`src/rtl/scan_pkg.sv`:
```
// Shared defaults and sizing helpers for the scan-chain tile responder.
package scan_pkg;

    localparam int DEFAULT_NUM_IOS     = 8;
    localparam int DEFAULT_SYNC_STAGES = 2;

    // One extra bit beyond what NUM_IOS needs, so an over-shifted frame never aliases to an exact count.
    function automatic int cnt_width(input int num_ios);
        return $clog2(num_ios + 1) + 1;
    endfunction

endpackage

```
`src/rtl/scan_sync_edge.sv`:
```
// N-stage synchronizer for one chain signal, plus a previous-value stage for edge detection.
module scan_sync_edge #(
    parameter int STAGES = scan_pkg::DEFAULT_SYNC_STAGES
) (
    input  logic clk,
    input  logic reset,
    input  logic d,
    output logic level,
    output logic prev,
    output logic rise,
    output logic fall
);

    logic [STAGES-1:0] sync_q, sync_d;
    logic              prev_q, prev_d;

    always_comb begin
        sync_d = {sync_q[STAGES-2:0], d};
        prev_d = sync_q[STAGES-1];
    end

    // NOTE: sequential state uses non-blocking assignments only, so every flop samples pre-edge values.
    always_ff @(posedge clk) begin
        if (reset) begin
            sync_q <= '0;
            prev_q <= 1'b0;
        end else begin
            sync_q <= sync_d;
            prev_q <= prev_d;
        end
    end

    assign level = sync_q[STAGES-1];
    assign prev  = prev_q;
    assign rise  =  level & ~prev_q;
    assign fall  = ~level &  prev_q;

endmodule

```
`src/rtl/scan_tile_responder.sv`:
```
// Oversampled scan-chain tile: shifts, captures and latches on system-clock-detected scan edges.
module scan_tile_responder
    import scan_pkg::*;
#(
    parameter int NUM_IOS     = DEFAULT_NUM_IOS,
    parameter int SYNC_STAGES = DEFAULT_SYNC_STAGES
) (
    input  logic               clk,
    input  logic               reset,
    input  logic               clk_in,
    input  logic               data_in,
    input  logic               scan_select_in,
    input  logic               latch_enable_in,
    output logic               clk_out,
    output logic               data_out,
    output logic               scan_select_out,
    output logic               latch_enable_out,
    output logic [NUM_IOS-1:0] module_data_in,
    input  logic [NUM_IOS-1:0] module_data_out,
    output logic               frame_error
);

    localparam int CNT_W = cnt_width(NUM_IOS);

    logic sclk_level, sclk_prev, sclk_rise, sclk_fall;
    logic data_level, data_prev, data_rise, data_fall;
    logic sel_level,  sel_prev,  sel_rise,  sel_fall;
    logic le_level,   le_prev,   le_rise,   le_fall;

    scan_sync_edge #(.STAGES(SYNC_STAGES)) u_sync_clk (
        .clk(clk), .reset(reset), .d(clk_in),
        .level(sclk_level), .prev(sclk_prev), .rise(sclk_rise), .fall(sclk_fall)
    );

    scan_sync_edge #(.STAGES(SYNC_STAGES)) u_sync_data (
        .clk(clk), .reset(reset), .d(data_in),
        .level(data_level), .prev(data_prev), .rise(data_rise), .fall(data_fall)
    );

    scan_sync_edge #(.STAGES(SYNC_STAGES)) u_sync_sel (
        .clk(clk), .reset(reset), .d(scan_select_in),
        .level(sel_level), .prev(sel_prev), .rise(sel_rise), .fall(sel_fall)
    );

    scan_sync_edge #(.STAGES(SYNC_STAGES)) u_sync_le (
        .clk(clk), .reset(reset), .d(latch_enable_in),
        .level(le_level), .prev(le_prev), .rise(le_rise), .fall(le_fall)
    );

    logic unused_sync;
    assign unused_sync = ^{sclk_level, data_prev, data_rise, data_fall,
                           sel_rise, sel_fall, le_level, le_fall};

    logic [NUM_IOS-1:0] sr_q, sr_d;
    logic [NUM_IOS-1:0] module_data_in_q, module_data_in_d;
    logic [CNT_W-1:0]   bit_cnt_q, bit_cnt_d;
    logic               data_out_q, data_out_d;
    logic               frame_error_q, frame_error_d;

    // NOTE: every comb output gets a default first, so no path can infer a latch.
    always_comb begin
        sr_d             = sr_q;
        bit_cnt_d        = bit_cnt_q;
        data_out_d       = data_out_q;
        module_data_in_d = module_data_in_q;
        frame_error_d    = frame_error_q;

        if (sclk_rise) begin
            if (sel_level) begin
                sr_d      = module_data_out;
                bit_cnt_d = '0;
            end else begin
                sr_d = {sr_q[NUM_IOS-2:0], data_level};
                if (bit_cnt_q != '1) begin
                    bit_cnt_d = bit_cnt_q + CNT_W'(1);
                end
            end
        end

        if (sclk_fall) begin
            data_out_d = sr_q[NUM_IOS-1];
        end

        // Reads sr_q/bit_cnt_q, so a coincident shift edge is latched from its pre-update state.
        if (le_rise) begin
            module_data_in_d = sr_q;
            if (bit_cnt_q != CNT_W'(NUM_IOS)) begin
                frame_error_d = 1'b1;
            end
        end
    end

    // NOTE: the shift register is a handful of flops, not a memory, so it is reset with everything else.
    always_ff @(posedge clk) begin
        if (reset) begin
            sr_q             <= '0;
            bit_cnt_q        <= '0;
            data_out_q       <= 1'b0;
            module_data_in_q <= '0;
            frame_error_q    <= 1'b0;
        end else begin
            sr_q             <= sr_d;
            bit_cnt_q        <= bit_cnt_d;
            data_out_q       <= data_out_d;
            module_data_in_q <= module_data_in_d;
            frame_error_q    <= frame_error_d;
        end
    end

    assign clk_out          = sclk_prev;
    assign scan_select_out  = sel_prev;
    assign latch_enable_out = le_prev;
    assign data_out         = data_out_q;
    assign module_data_in   = module_data_in_q;
    assign frame_error      = frame_error_q;

endmodule
```
`config.mk`:
```
export PLATFORM = sky130hd
export DESIGN_NAME = scan_tile_responder
export DESIGN_NICKNAME = d
export VERILOG_FILES = /design/src/rtl/scan_pkg.sv /design/src/rtl/scan_sync_edge.sv /design/src/rtl/scan_tile_responder.sv
export SDC_FILE = /design/constraint.sdc
export NUM_CORES = 1
export LEC_CHECK = 0
export CAP_MARGIN = 20
export CORE_MARGIN = 2
export CORE_UTILIZATION = 51
export CTS_BUF_LIST = sky130_fd_sc_hd__clkbuf_4 sky130_fd_sc_hd__clkbuf_8
export CTS_CLUSTER_SIZE = 30
export DETAILED_ROUTE_END_ITERATION = 10
export PLACE_DENSITY = 0.83
export SETUP_SLACK_MARGIN = 0.5
export SLEW_MARGIN = 15
export SYNTH_ARGS = -nofsm -noshare
export SYNTH_HDL_FRONTEND = slang
export SYNTH_SLANG_ARGS = --single-unit
```
`constraint.sdc`:
```
create_clock -name clk -period 3.5 [get_ports clk]
set_clock_uncertainty 0.15 [all_clocks]
set_input_delay 0.7 -clock clk [delete_from_list [all_inputs] [get_ports clk]]
set_output_delay 0.7 -clock clk [all_outputs]
set_load 0.005 [all_outputs]
```
# After elaboration in Yosys (flattened, before gate mapping)
# Index checks and enable logic that the tools add are counted.
# op_classes
add_sub_neg	1
multipliers	0
div	0
n_lt_le_gt_ge	0
n_eq_ne	2
shifts	0
mux	3
bitwise_logic	6
n_reduce_logical	3
# ops
cell	count
$mux W5	2
$mux W8	1
$add A5 B1 Y5 const B	1
$ne A5 B4 Y1 const B	1
$ne A5 B5 Y1 const B	1
$reduce_and A2 Y1	2
$and A1 B1 Y1	3
$not A1 Y1	3
$reduce_bool A2 Y1	1
# totals
reg_bits	34
latchBits	0
ram_bits	0
romBits	0
inputBits	14
out_inout_bits	13
elab_cells	27
mem_count	0

# Logic depth before layout (Yosys ltp)
# Gate-level depths: netlist (run 1).
# depth
depth_word	3
ltp_mapped	6
mapped_depth_nobuf	6

# Hierarchy
# A second synthesis (run 1) with hierarchy kept.
# hier_totals
cells_unflattened	134
area_unflattened_um2	1356.3
# by_module_without_submodules
mod	n_inst	cells_per_inst	area_each_um2	seq_area_each_um2
scan_tile_responder	1	102	991.0	460.4
scan_sync_edge	4	8	91.3	60.1

# Worst setup path before layout (run 1)
# No wires, ideal clock.
# synth_path
path_kind	flip-flop to flip-flop
start	register bit_cnt_q[0]
end	register bit_cnt_q[3]
setup_time_ps	75
t_arrival_ps	1565
required_ps	3275
setup_slack_ps	1710
stages_incl_launch_ff	7
path_buffers	0
period_less_slack_ps	1790
cell_sequence	dfxtp_1 > ha_1 > and3_1 > ha_1 > nand4b_1 > or4_1 > a31oi_1
# synth_via
elab_chain_cells	3
word_cells_on_any_way	6
classes_between	add/sub (1); eq/ne (1); mux (2); reduce/logical (2)
# synth_rtl
item	line	source
from (decl)	scan_tile_responder.sv:56	logic [CNT_W-1:0] bit_cnt_q, bit_cnt_d;
from (signal assigned)	scan_tile_responder.sv:103	bit_cnt_q <= bit_cnt_d;
$add A5 B1 Y5 / $ne A5 B5 Y1 (equally long branches)	scan_tile_responder.sv:75, scan_tile_responder.sv:74	
$mux W5 / $reduce_bool A2 Y1 (equally long branches)	--	
$mux W5 / $reduce_and A2 Y1 (equally long branches)	--	
# Parallel ways exist; a longest one is shown, timed or not. The select of a mux whose other input is x is not followed.
# A chain may end at the register's enable or synchronous reset.

# Final worst setup path (run 1)
# layout_path
start	register u_sync_clk.prev_q, in the netlist u_sync_clk.prev
end	output clk_out
# layout_rtl
item	line	source
from (decl)	scan_sync_edge.sv:15	logic prev_q, prev_d;
from (signal assigned)	scan_sync_edge.sv:29	prev_q <= prev_d;
to (decl)	scan_tile_responder.sv:14	output logic clk_out,
# No word-level cell between the ends.

==> run_results.csv, run 1 <==
group,metric,value,unit
run_status,status,"completed",
clocking,cts_buffers,5,
hold_path,hold_path.class,"reg -> reg",
drt,detail-route-antenna-nets,0,
finish,diodes,0,
die,rows,18,
clocking,cts_hold_buf,0,
worst_setup_path,cpPeakStageDelay,540,ps
worst_setup_path,rrSetupSlack,1590,ps
synthesis,synth_nets,155,
synthesis,netlist_instances,138,
clocking,cts_tree,"yes",
pwr,p_per_area,448,nW/um^2
clocking,cts_setup_buffers,0,
global_route,grt_pass1_wl,3.78,mm
sta,setup_violations,0,
hold_path,hold_depth,1,
drt,drtPass1Iterations,4,
sta,grt_setup_unrepaired,"false",
worst_setup_path,cp_max_fo,5,
synthesis,syn_area,1330,sq um
hold_path,min_to,"u_sync_sel.sync_q[1]$_SDFF_PP0_",
worst_setup_path,endpoint_kind,"output port",
clocking,ctsHtreeMaxLevel,2,
synthesis,synth_async_sr_flop_share,0,
clocking,clock-root-buffer,"clkbuf_4",
run,drv_cap,0,
worst_setup_path,r2r_end,"bit_cnt_q[3]$_SDFFE_PP0P_",
placed_design,io_buffers,26,
die,start_util,0.535,
finish,drive_gt1_frac,0.0793,
finish,design_area,1650,sq um
worst_setup_path,crit_family,"buffers and inverters",
drt,viasPerCell,5.13,
hold_path,min_from,"u_sync_sel.sync_q[0]$_SDFF_PP0_",
die,core_region_area,2480,sq um
clocking,worstSkewPairLatency,340,ps
synthesis,yosysUniqueCellTypes,26,
sta,slew_headroom,0.311,
die,die_h,55.0,um
finish,area_delta_synth_final,24.7,%
drt,wl_per_cell,12.2,um
sta,tightest_slew,1030,ps
synthesis,ys_seq_area_frac,0.514,
global_route,grt.total_usage,0.188,
worst_setup_path,r2r_start,"bit_cnt_q[0]$_SDFFE_PP0P_",
sta,timing_hold_violations_final,0,
die,die_w,55.0,um
drt,routed-via-count,996,
pwr,ir_drop,0.339,mV
sta,fin_crit_sh,0.617,
placed_design,dp_hpwl,1.65,mm
worst_setup_path,arrival,1310,ps
synthesis,synth_edf_count,0,
sta,slew_violations,0,
placed_design,place_area,1580,sq um
global_route,grt_max_degree,35,
die,ios,27,
worst_setup_path,crit_required,2650,ps
worst_setup_path,crit_chain,"clkdlybuf4s50_1",
worst_setup_path,critPathSlowestCell,"clkdlybuf4s50_1",
worst_setup_path,reg2reg_depth,6,
finish,final_nets,180,
die,die-area,3020,sq um
synthesis,postSynthRegisterBits,34,
global_route,gr-total-overflow,0,
placed_design,gp_congestion,0.785,
synthesis,yosys_warnings,0,
sta,max_freq,463,MHz
drt,drt_iter0_drc,6,
sta,setup_tns,0,ps
clocking,cts_resized,0,
synthesis,syn_area_per_cell,9.60,sq um
clocking,cts_sinks,34,
pwr,p_leak,0.572,nW
worst_setup_path,path_class,"reg -> out",
clocking,clk_pin_slew,100,ps
sta,layout_min_cycle_time,2160,ps
worst_setup_path,cp.buffers_inverters,1,
clocking,clockBufferDepth,2,
synthesis,ys.flop_type,"dfxtp_1",
drt,drt_wl_total,2.38,mm
drt,drc,0,
worst_setup_path,cp-start-kind,"flip-flop",
global_route,antenna_found_initial,0,
global_route,grt_pass1_vias,881,
[cells by family (layout without fill, tap and decap cells)]
family                     Yosys count  in the layout  share of synthesized area
and+or+nand+nor                     57             57                      0.233
adders and majority gates            3              3                     0.0283
AOI/OAI and AO/OA                   25             25                      0.119
buffers and inverters               10             36                     0.0378
DFF                                 34             34                      0.514
muxes                                9              9                     0.0680
[placed cells by master (no fill, tap or decap), types with 3 or more instances in the layout]
cell	netlist	routed
nor2_1	10	10
nor2b_1	14	14
o21ai_0	3	3
a211oi_1	6	6
mux2i_1	9	9
dfxtp_1	34	34
clkdlybuf4s50_1	0	25
a21oi_1	12	12
nand2_1	21	21
ha_1	3	3
clkbuf_4	0	5
[registers in the layout, indices dropped and copies added, names as in the netlist, 2 cells and up]
signal	count
sr_q	8
u_sync_sel.sync_q	2
u_sync_clk.sync_q	2
module_data_in	8
u_sync_data.sync_q	2
u_sync_le.sync_q	2
bit_cnt_q	5
[final cells by class]
class	count	area (sq um)
Clock buffer	5	37.5
Clock inverter	3	40.0
Multi-Input combinational cell	94	594
Fill cell	210	825
Tap cell	30	37.5
Sequential cell	34	681
Timing Repair Buffer	26	255
Inverter	2	7.51
[cell usage after synthesis (2+ instances only)]
master    number  area share
inv_1          2      0.0057
nand2_1       21       0.059
clkbuf_1       4       0.011
dfxtp_1       34        0.51
nor2b_1       14       0.066
a31oi_1        2      0.0094
nor2_1        10       0.028
a211oi_2       2       0.019
a211oi_1       6       0.034
o21ai_0        3       0.011
mux2i_1        9       0.068
nand3b_1       2       0.011
nand2b_1       2      0.0094
a21oi_1       12       0.045
ha_1           3       0.028
or4_1          2       0.011
[power by group]
group          switching (W)   total, W  internal [W]
Clock               0.000130   0.000278      0.000148
Combinational      0.0000225  0.0000532     0.0000307
Sequential        0.00000982   0.000409      0.000399
Total               0.000163   0.000740      0.000578
[per-stage QoR]
stage	instances	total power (W)	utilization	hold slack [ps]	worst slack [ps]
after floorplan	138	0.000447	-	264	1710
after global placement	186	0.000470	0.638	267	1130
after detailed placement	186	0.000472	0.638	274	1070
after CTS	194	0.000751	0.669	299	1320
after global routing	194	0.000777	0.667	319	1270
final	194	0.000740	0.667	297	1340
[layer usage]
metal  track usage  up-vias  share of wire
li1              -      514              -
met1         0.210      456           0.43
met2         0.298       20           0.49
met3        0.0806        6          0.053
met4         0.110        0          0.026
met5             0        -              0
[worst max path at each step]
stage | slack, ps | cells after the start | from | end
after floorplan | 1710 | 6 | bit_cnt_q[0]$_SDFFE_PP0P_ | bit_cnt_q[3]$_SDFFE_PP0P_
after global placement | 1130 | 2 | reset | frame_error$_SDFFE_PP0P_
after detailed placement | 1070 | 2 | reset | sr_q[1]$_SDFFE_PP0P_
after CTS | 1320 | 1 | u_sync_clk.prev$_SDFF_PP0_ | clk_out
after global routing | 1270 | 1 | u_sync_clk.prev$_SDFF_PP0_ | clk_out
final | 1340 | 1 | u_sync_clk.prev$_SDFF_PP0_ | clk_out
No activity file was read; power rests on OpenSTA's default activity.
==> inputs of run 2 (changes only) <==
Settings changed: CORE_UTILIZATION 51 to 47, PLACE_DENSITY 0.83 to 0.81.
Clock period 3.5 ns to 1.9 ns, I/O delays scaled along.
==> run 2 against run 1 <==
Net effect:
- non-clock buffer count increased by 8
- register-to-register slack lost 1500 ps
- power up 74%
- sequential share of layout area decreased by 0.72 points
- global-route usage down 1.4 points
==> run_results.csv, run 2 (same netlist as run 1, synthesis figures left out) <==
group,metric,value,unit
pwr,ir_drop,0.671,mV
placed_design,pre_cts_ws,111,ps
die,start_util,0.489,
pwr,p_leak,0.642,nW
sta,fin_crit_sh,0.957,
finish,seqCellArea,706,sq um
placed_design,gp_congestion,0.718,
worst_setup_path,path_class,"reg -> reg",
placed_design,io_buffers,26,
clocking,cts_buffers,5,
die,die_h,57.1,um
placed_design,place_area,1650,sq um
finish,area_delta_synth_final,31.6,%
clocking,cts_sinks,34,
sta,tightest_slew,424,ps
clocking,worstSkewPairLatency,340,ps
pwr,clockPowerShare,0.332,
run_status,status,"completed",
finish,multi_input_area,657,sq um
global_route,grt_max_degree,29,
global_route,grt_pass1_vias,1023,
sta,max_freq,550,MHz
clocking,cts_tree,"yes",
clocking,clock-root-buffer,"clkbuf_4",
die,rows,19,
global_route,grt_pass1_wl,4.28,mm
sta,setup_ws,81.8,ps
clocking,clockBufferDepth,2,
drt,drt_wl_total,2.69,mm
global_route,antenna_found_initial,0,
worst_setup_path,crit_required,2020,ps
sta,layout_min_cycle_time,1820,ps
die,ios,27,
sta,slew_violations,0,
finish,final_nets,188,
drt,drc,0,
drt,routed-via-count,1048,
worst_setup_path,cp_max_fo,3,
pwr,p_sw,0.000299,W
global_route,grt.total_usage,0.174,
clocking,ctsHtreeMaxLevel,2,
sta,setup_violations,0,
finish,design_area,1740,sq um
drt,drt_iter0_drc,24,
drt,wl_per_cell,13.2,um
drt,viasPerCell,5.16,
finish,final_cell_mix,"nand2_1 (21), dfxtp_1 (18), dfxtp_2 (14)",
placed_design,dp_hpwl,1.75,mm
finish,n_fill_cell,234,
sta,slew_headroom,0.717,
finish,drive_gt1_frac,0.337,
placed_design,dp_cells,189,
hold_path,hold_path.class,"reg -> reg",
die,die_w,57.1,um
sta,timing_hold_violations_final,0,
pwr,switching_share,0.232,
clocking,clk_pin_slew,110,ps
worst_setup_path,cp-start-kind,"flip-flop",
worst_setup_path,endpoint_kind,"flip-flop",
drt,detail-route-antenna-nets,0,
finish,fin_cells,203,
sta,grt_setup_unrepaired,"true",
pwr,p_per_area,739,nW/um^2
global_route,gr-total-overflow,0,
finish,layout_commonest_cell,"nand2_1",
run,drv_cap,0,
pwr,p_int,0.000990,W
finish,diodes,0,
pwr,combinationalPowerShare,0.083,
worst_setup_path,arrival,1940,ps
drt,drtPass1Iterations,4,
finish,fin_util,0.644,
die,core_region_area,2710,sq um
die,die-area,3260,sq um
pwr,seq_power_share,0.585,
-- run 2: cell count changes in the layout (fill, tap and decap cells not counted), moves of 3 or more --
cell	delta
clkdlybuf4s50_1	-12
o21ai_1	+3
o21ai_0	-3
a21oi_1	-3
a21oi_2	+3
dfxtp_1	-16
dfxtp_2	+14
buf_2	+10
buf_4	+6
-- run 2: power by group through the flow --
stage	combinational, W	clock [W]	sequential (W)
floorplan	0.0000598	0	0.000765
global placement	0.000103	0	0.000770
detailed placement	0.000107	0	0.000771
CTS	0.000106	0.000440	0.000755
global route	0.000117	0.000470	0.000757
finish	0.000107	0.000428	0.000754
-- run 2: per-stage QoR --
stage,setup TNS [ps],power [W],hold slack (ps)
global route,-6.59,0.00134,320
global placement,0,0.000872,268
detailed placement,0,0.000878,282
finish,0,0.00129,294
CTS,0,0.00130,306
floorplan,0,0.000824,264
-- run 2: area by class of cell --
| cell class | instances | area share |
|---|---|---|
| Sequential cell | 34 | 0.405 |
| Multi-Input combinational cell | 94 | 0.377 |
| Timing Repair Buffer | 34 | 0.156 |
| Clock buffer | 7 | 0.0337 |
| Tap cell | 31 | 0.0222 |
| Inverter | 2 | 0.00430 |
| Clock inverter | 1 | 0.00287 |
-- run 2: worst max-delay path: stages, from the launching register on --
cell and delay [ps]:
dfxtp_4 370, ha_4 150, and3_4 180, ha_4 160
nand4b_1 190, or4_1 420, a31oi_1 130
-- run 2: per-layer routing --
layer / up-vias / track usage / part of all wire / routed length [um]
met5: - / 0 / 0 / 0
li1: 532 / - / - / -
met4: 0 / 0.0797 / 0.013 / 34
met2: 28 / 0.291 / 0.52 / 1390
met3: 6 / 0.0771 / 0.057 / 154
met1: 482 / 0.190 / 0.41 / 1110
-- run 2: final timing paths --
| check | from | end | slack, ps | depth (start not counted) |
|---|---|---|---|---|
| setup / recovery | bit_cnt_q[0]$_SDFFE_PP0P_ | bit_cnt_q[3]$_SDFFE_PP0P_ | 80 | 6 |
| hold / removal | u_sync_clk.sync_q[0]$_SDFF_PP0_ | u_sync_clk.sync_q[1]$_SDFF_PP0_ | 290 | 1 |
| setup reg to reg | bit_cnt_q[0]$_SDFFE_PP0P_ | bit_cnt_q[3]$_SDFFE_PP0P_ | 80 | 6 |
| hold reg to reg | u_sync_clk.sync_q[0]$_SDFF_PP0_ | u_sync_clk.sync_q[1]$_SDFF_PP0_ | 290 | 1 |
-- run 2: timing repair --
item                                    CTS  global route
hold buffers                              0             0
pin swaps                                 4             1
gates resized for setup                  64            11
endpoints found under the setup margin   27            14
gates cloned                              0             0
setup buffers                             5             1
==> inputs of run 3 (changes only) <==
Settings changed: CELL_PAD_IN_SITES_DETAIL_PLACEMENT set to 1, CELL_PAD_IN_SITES_GLOBAL_PLACEMENT set to 1, CORE_UTILIZATION 47 to 36, SKIP_CTS_REPAIR_TIMING set to 1.
==> run 3 against run 2 <==
Net effect:
- register-to-register slack improved by 20 ps
- die area rose by 28%
- maximum frequency up 1.3%
- sequential power about the same
- setup slack gained 24 ps
- critical path depth did not move
- wire length increased by 16%
- power grew 11%
- largest power group unchanged
- clock power grew 33%
- critical endpoint unchanged
- sequential cell count unchanged
- utilization decreased by 13 points
- global-route usage is 1.4 points lower
==> run_results.csv, run 3 (same netlist as run 1, synthesis figures left out) <==
group,metric,value,unit
finish,area_delta_synth_final,40.7,%
finish,drive_gt1_frac,0.203,
global_route,antenna_found_initial,0,
pwr,p_leak,0.857,nW
hold_path,hold_path.class,"reg -> reg",
worst_setup_path,reg2reg_depth,6,
worst_setup_path,arrival,1870,ps
die,die_h,64.7,um
placed_design,gp_congestion,0.768,
finish,design_area,1860,sq um
finish,n_fill_cell,404,
pwr,p_per_area,769,nW/um^2
finish,diodes,0,
drt,routed-via-count,1079,
pwr,p_sw,0.000330,W
finish,layout_commonest_cell,"dfxtp_1",
hold_path,min_from,"u_sync_clk.sync_q[0]$_SDFF_PP0_",
sta,hold_slack,289,ps
pwr,seq_power_share,0.526,
drt,wl_per_cell,14.2,um
sta,max_freq,557,MHz
clocking,clockBufferDepth,2,
placed_design,io_buffers,26,
worst_setup_path,crit_top_cell,"ha_4",
drt,drt_iter0_drc,21,
worst_setup_path,cpPeakStageDelay,410,ps
placed_design,dp_hpwl,2.05,mm
worst_setup_path,cp_max_fo,4,
sta,tightest_slew,410,ps
drt,drt_wl_total,3.13,mm
sta,grt_setup_unrepaired,"true",
sta,setup_violations,0,
sta,setup_tns,0,ps
finish,final_cell_mix,"dfxtp_1 (24), nand2_1 (21), nor2b_1 (14)",
finish,final_nets,188,
worst_setup_path,r2r_end,"bit_cnt_q[3]$_SDFFE_PP0P_",
die,core_region_area,3610,sq um
sta,timing_hold_violations_final,0,
global_route,gr-total-overflow,0,
finish,fin_util,0.517,
worst_setup_path,crit_required,1970,ps
die,die-area,4180,sq um
pwr,switching_share,0.230,
clocking,ctsHtreeMaxLevel,2,
worst_setup_path,endpoint_kind,"flip-flop",
worst_setup_path,r2r_start,"bit_cnt_q[1]$_SDFFE_PP0P_",
worst_setup_path,crit_chain,"ha_4 > and3_4 > ha_4 > nand4b_1 > or4_1 > a31oi_1",
drt,drtPass1Iterations,4,
pwr,ir_drop,0.464,mV
worst_setup_path,critPathSlowestCell,"or4_1",
clocking,clock-root-buffer,"clkbuf_8",
drt,detail-route-antenna-nets,0,
global_route,grt_pass1_wl,4.91,mm
die,rows,22,
sta,slew_violations,0,
worst_setup_path,rrSetupSlack,110,ps
sta,layout_min_cycle_time,1790,ps
hold_path,hold_depth,1,
clocking,cts_buffers,5,
pwr,combinationalPowerShare,0.077,
die,ios,27,
worst_setup_path,cp-start-kind,"flip-flop",
sta,fin_crit_sh,0.945,
clocking,cts_tree,"yes",
die,die_w,64.7,um
pwr,clockPowerShare,0.397,
global_route,grt_max_degree,25,
worst_setup_path,path_class,"reg -> reg",
clocking,cts_sinks,34,
drt,drc,0,
global_route,grt_pass1_vias,1108,
placed_design,place_area,1670,sq um
run_status,status,"completed",
clocking,worstSkewPairLatency,290,ps
die,start_util,0.367,
pwr,p_int,0.00110,W
sta,slew_headroom,0.727,
hold_path,min_to,"u_sync_clk.sync_q[1]$_SDFF_PP0_",
clocking,clk_pin_slew,70,ps
run,drv_cap,0,
global_route,grt.total_usage,0.160,
drt,viasPerCell,4.90,
[run 3: cell types whose count changed in the layout (fill, tap and decap cells not counted), sizes merged]
| cell | before | now |
|---|---|---|
| dlymetal6s2s | 0 | 13 |
| clkbuf | 9 | 7 |
| buf | 19 | 8 |
[run 3: critical path: cells and delay by family, from the launching register on]
kind / cells / cell delay, ps
adder cells (fa/ha/maj): 2 / 310
AND/OR/NAND/NOR: 3 / 770
AO/OA/AOI/OAI: 1 / 130
flip-flops: 1 / 360
[run 3: final cells by class]
class	instances	area (sq um)	area share
clock inverters	1	5.00	0.00268
clock buffers	7	90.1	0.0483
multi-input cells	94	644	0.346
repair buffers	34	357	0.191
well taps	48	60.1	0.0322
inverters	2	7.51	0.00403
flip-flops and latches	34	701	0.376
[run 3: layer usage]
layer / routed length (um) / global-route usage
met2: 1710 / 0.285
met1: 1230 / 0.165
met4: 63 / 0.0798
met5: 0 / 0
met3: 114 / 0.0590
[run 3: worst max path at each step]
stage / from / endpoint
after floorplan: bit_cnt_q[0]$_SDFFE_PP0P_ / bit_cnt_q[3]$_SDFFE_PP0P_
after global placement: bit_cnt_q[0]$_SDFFE_PP0P_ / bit_cnt_q[3]$_SDFFE_PP0P_
after detailed placement: bit_cnt_q[0]$_SDFFE_PP0P_ / bit_cnt_q[3]$_SDFFE_PP0P_
after CTS: bit_cnt_q[0]$_SDFFE_PP0P_ / bit_cnt_q[3]$_SDFFE_PP0P_
after global routing: bit_cnt_q[1]$_SDFFE_PP0P_ / bit_cnt_q[3]$_SDFFE_PP0P_
final: bit_cnt_q[1]$_SDFFE_PP0P_ / bit_cnt_q[3]$_SDFFE_PP0P_
[run 3: power groups by stage]
stage | sequential, W | combinational (W) | clock, W
final | 0.000754 | 0.000110 | 0.000569
after global routing | 0.000757 | 0.000123 | 0.000609
after CTS | 0.000756 | 0.000109 | 0.000581
after detailed placement | 0.000772 | 0.000109 | 0
after global placement | 0.000770 | 0.000104 | 0
after floorplan | 0.000765 | 0.0000598 | 0
[run 3: per-stage QoR]
step,cells,setup WS [ps],total power [W]
after CTS,216,105,0.00145
after global routing,220,65.7,0.00149
after global placement,208,158,0.000874
after detailed placement,208,123,0.000880
final,220,105,0.00143
after floorplan,138,185,0.000824
==> edit 1 (flow settings as in run 3) <==
Put a register stage on the outputs `scan_select_out` and `latch_enable_out`, without a reset. The values now appear one clock later. The other outputs are not delayed to match.
--- a/src/rtl/scan_tile_responder.sv
+++ b/src/rtl/scan_tile_responder.sv
@@ -108,8 +108,10 @@
     end
 
     assign clk_out          = sclk_prev;
-    assign scan_select_out  = sel_prev;
-    assign latch_enable_out = le_prev;
+    always_ff @(posedge clk) begin
+        scan_select_out  <= sel_prev;
+        latch_enable_out <= le_prev;
+    end
     assign data_out         = data_out_q;
     assign module_data_in   = module_data_in_q;
     assign frame_error      = frame_error_q;
Behaviour: not the same (Yosys sat finds a counterexample within 4 cycles, from zero or initial values and one cycle with reset high).
==> edit 1 against run 3 <==
- area after synthesis increased by 3.0%
- wire length increased by 11%
- design area increased by 4.8%
- final cell count increased by 2.7%
- total power increased by 11%
- setup slack got worse by 0.091 ns
- sequential cell count increased by 2
- critical endpoint is now bit_cnt_q[4]
==> edit 1: results (changes against run 3) <==
Run status
  – Status: completed

Synth
  – Syn_nets: 157 (+1.3%)
  – Mux cell area share after synthesis: 0.0660 (-0.00199)
  – Synth top cells by count: 36 x dfxtp_1, 21 x nand2_1, 14 x nor2b_1
  – Syn Area/Cell: 9.75 sq um (+1.5%)

Pwr
  – Max IR drop VDD: 0.000409 V (-12%)

Global route
  – Number of global-route vias before repair: 1,073 (-3.2%)
  – Global Route met3 Usage: 0.0599 (+0.000904)
  – Met1 Use GR: 0.181 (+0.0156)
  – Met2 usage: 0.282 (-0.00327)
  – Largest net degree at the start of global routing: 20 (-20%)

STA
  – Final hold slack: 0.182 ns (-0.107 ns)

Layout
  – Non-filler cells, final: 226 (+2.7%)
  – Fin nets: 194 (+3.2%)
  – Fraction of layout cells with a size suffix above 1: 0.225 (+0.0212)

Setup path
  – Critical Path AT: 1.90 ns (+0.03 ns)
  – Slowest stage cell on the critical path: dfxtp_4

Detailed routing
  – Routed wl met3: 131 microns (+15%)
  – M1 wire length: 1400 microns (+13%)
  – Length of the first detailed-routing pass in iterations: 2 (-2)
  – WL final: 3480 microns (+11%)

Placed design
  – Placed insts: 210 (+0.96%)
  – Placed inst area: 0.00171 sq mm (+2.4%)
  – Post-DP HPWL: 2200 microns (+7.6%)

Min path
  – Hold Crit Start: u_sync_sel.prev
[edit 1: worst register-to-register path: stages (launching register included)]
cell and delay [ns]:
dfxtp_4 0.36, ha_4 0.16, and3_4 0.18, ha_4 0.17
buf_4 0.12, nor2b_2 0.17, o21ai_0 0.32, a21oi_1 0.13
[edit 1: layout make-up]
class | count | area [sq um]
multi-input cells | 94 | 651
well taps | 48 | 60.1
repair buffers | 38 | 387
inverters | 2 | 7.51
clock buffers | 6 | 76.3
flip-flops and latches | 36 | 737
fillers | 384 | 1710
clock inverters | 2 | 35.0
[edit 1: power by group through the flow]
stage / Sequential, mW / Clock [mW] / Combinational [mW]
after floorplan: 0.809 / 0 / 0.0598
after global placement: 0.814 / 0 / 0.103
after detailed placement: 0.816 / 0 / 0.108
after CTS: 0.799 / 0.697 / 0.108
after global routing: 0.801 / 0.746 / 0.124
final: 0.798 / 0.683 / 0.113
==> edit 2 (config.mk and constraints of run 3) <==
Without the edit above. `DEFAULT_NUM_IOS`: 8 -> 12.
--- a/src/rtl/scan_pkg.sv
+++ b/src/rtl/scan_pkg.sv
@@ -1,7 +1,7 @@
 // Shared defaults and sizing helpers for the scan-chain tile responder.
 package scan_pkg;
 
-    localparam int DEFAULT_NUM_IOS     = 8;
+    localparam int DEFAULT_NUM_IOS     = 12;
     localparam int DEFAULT_SYNC_STAGES = 2;
 
     // One extra bit beyond what NUM_IOS needs, so an over-shifted frame never aliases to an exact count.
Ports: changed (resized module_data_in and module_data_out); port bits go from 27 to 35. The function was not compared with the original's and may differ.
==> edit 2 against run 3 <==
- wire length is 28% higher
- sequential power up 23%
- area after synthesis grew 27%
- via count is 24% higher
- design area rose by 23%
- sequential cell count up 8
- total power increased by 18%
- die area up 25%
- final cell count grew 20%
- setup slack worse by 0.050 ns
- critical path depth is the same
==> edit 2: results (changes against run 3) <==
Layout
  – Filler cell count: 502 (+24%)
  – Fin nets: 232 (+23%)
  – ANT cells: 0 (unchanged)
  – Fraction of layout cells with a size suffix above 1: 0.222 (+0.0182)

Placed design
  – Post-DP HPWL: 2780 microns (+36%)
  – Final Wtd Congestion: 0.730 (-4.9%)
  – Placed insts: 253 (+22%)
  – Port bufs: 34 (+31%)

Synth
  – Synth top cells by count: 42 x dfxtp_1, 29 x nand2_1, 16 x a21oi_1
  – Yosys warns: 0 (unchanged)
  – Synth Instances: 173 (+25%)
  – Post-synthesis sequential area ratio: 0.500 (-0.0141)
  – Synth area leaders: dfxtp_1 50%, mux2i_1 7.7%, nand2_1 6.5%
  – Syn_nets: 194 (+25%)

Detailed routing
  – Top Layer Used: met4
  – DR vias/cell: 5.08 (+3.6%)
  – Length of the first detailed-routing pass in iterations: 4 (unchanged)
  – Total vias in the final route: 1,342 (+24%)
  – M1 wire length: 1710 microns (+39%)
  – Wire length on met2: 2050 microns (+20%)
  – DR iter-0 viols: 87 (+310%)
  – WL/cell: 15.2 microns (+7.0%)
  – Post-route ant nets: 0 (unchanged)
  – Routed wl met3: 175 microns (+54%)

Pwr
  – Max IR drop VDD: 0.000483 V (+4.0%)
  – Leakage: 1.06 nW (+23%)

Clock tree
  – Clock root buffer: clkbuf_8
  – Clk pin slew, worst setup/hold paths: 0.08 ns
  – Total CTS buffers: 5 (unchanged)
  – CTS H-tree depth: 2 (unchanged)

Global route
  – First-pass GRT wire length: 6580 microns (+34%)
  – Initial antenna violation count: 0 (unchanged)
  – Largest net degree at the start of global routing: 27 (+8.0%)
  – Gr usage total: 0.163 (+0.00235)
  – Number of global-route vias before repair: 1,386 (+25%)

Setup path
  – Launching point of the worst reg2reg path: bit_cnt_q[1]
  – Worst reg-to-reg setup slack: 0.05 ns (-0.05 ns)
  – Worst-path maximum fanout: 4 (unchanged)
  – Worst setup path class: register to register
  – Worst reg2reg path depth: 6 (unchanged)
  – Critical Path AT: 1.92 ns (+0.05 ns)

STA
  – Max-Slew Margin vs Limit: 0.668 (-0.0591)

Run status
  – Status: completed
==> edit 2: report_power, final <==
part / internal (mW) / switching [mW]
Combinational: 0.0834 / 0.0718
Clock: 0.308 / 0.302
Sequential: 0.906 / 0.0207
==> edit 2: stage by stage <==
step	setup slack [ns]	util	TNS [ns]	total power [mW]	cell area, sq um
2_1_floorplan	0.164	-	0	1.03	1720
3_3_place_gp	0.138	0.476	0	1.10	2100
3_5_place_dp	0.0367	0.476	0	1.10	2100
4_1_cts	0.0311	0.497	0	1.71	2190
5_1_grt	-0.00463	0.520	-0.00463	1.77	2300
6_report	0.0550	0.520	0	1.69	2300
==> edit 2: worst min path at each step <==
stage                    startpoint                   end  slack (ns)  depth (start not counted)
2_1_floorplan  u_sync_clk.sync_q[0]  u_sync_clk.sync_q[1]        0.26                          1
3_3_place_gp   u_sync_clk.sync_q[0]  u_sync_clk.sync_q[1]        0.27                          1
3_5_place_dp   u_sync_sel.sync_q[0]  u_sync_sel.sync_q[1]        0.28                          1
4_1_cts        u_sync_sel.sync_q[0]  u_sync_sel.sync_q[1]        0.29                          1
5_1_grt        u_sync_sel.sync_q[0]  u_sync_sel.sync_q[1]        0.31                          1
6_report       u_sync_sel.sync_q[0]  u_sync_sel.sync_q[1]        0.29                          1
==> edit 2: area by class of cell <==
cell class	count	area [sq um]	share of cell area
multi-input cells	118	808	0.352
clock inverters	1	5.00	0.00218
repair buffers	42	459	0.200
clock buffers	7	90.1	0.0392
well taps	52	65.1	0.0283
inverters	2	7.51	0.00327
flip-flops and latches	42	862	0.375
==> edit 2: cells by family (layout without fill, tap and decap cells) <==
group,count (synthesis),count (layout),synth area share
and+or+nand+nor,69,69,0.211
DFF,42,42,0.500
AOI/OAI and AO/OA,33,33,0.141
muxes,13,13,0.0773
buffers and inverters,13,52,0.0483
adders and majority gates,3,3,0.0223
==> edit 2: worst max-delay path: stages, from the launching register on <==
cell and delay (ns):
dfxtp_4 0.37, ha_4 0.16, and3_4 0.18, ha_4 0.16
nand4b_1 0.19, or4_1 0.42, a31oi_1 0.14
==> edit 2: per-layer routing <==
metal,GRT usage,up-vias
met5,0,-
met3,0.0361,9
li1,-,665
met2,0.288,27
met4,0.0720,0
met1,0.187,641
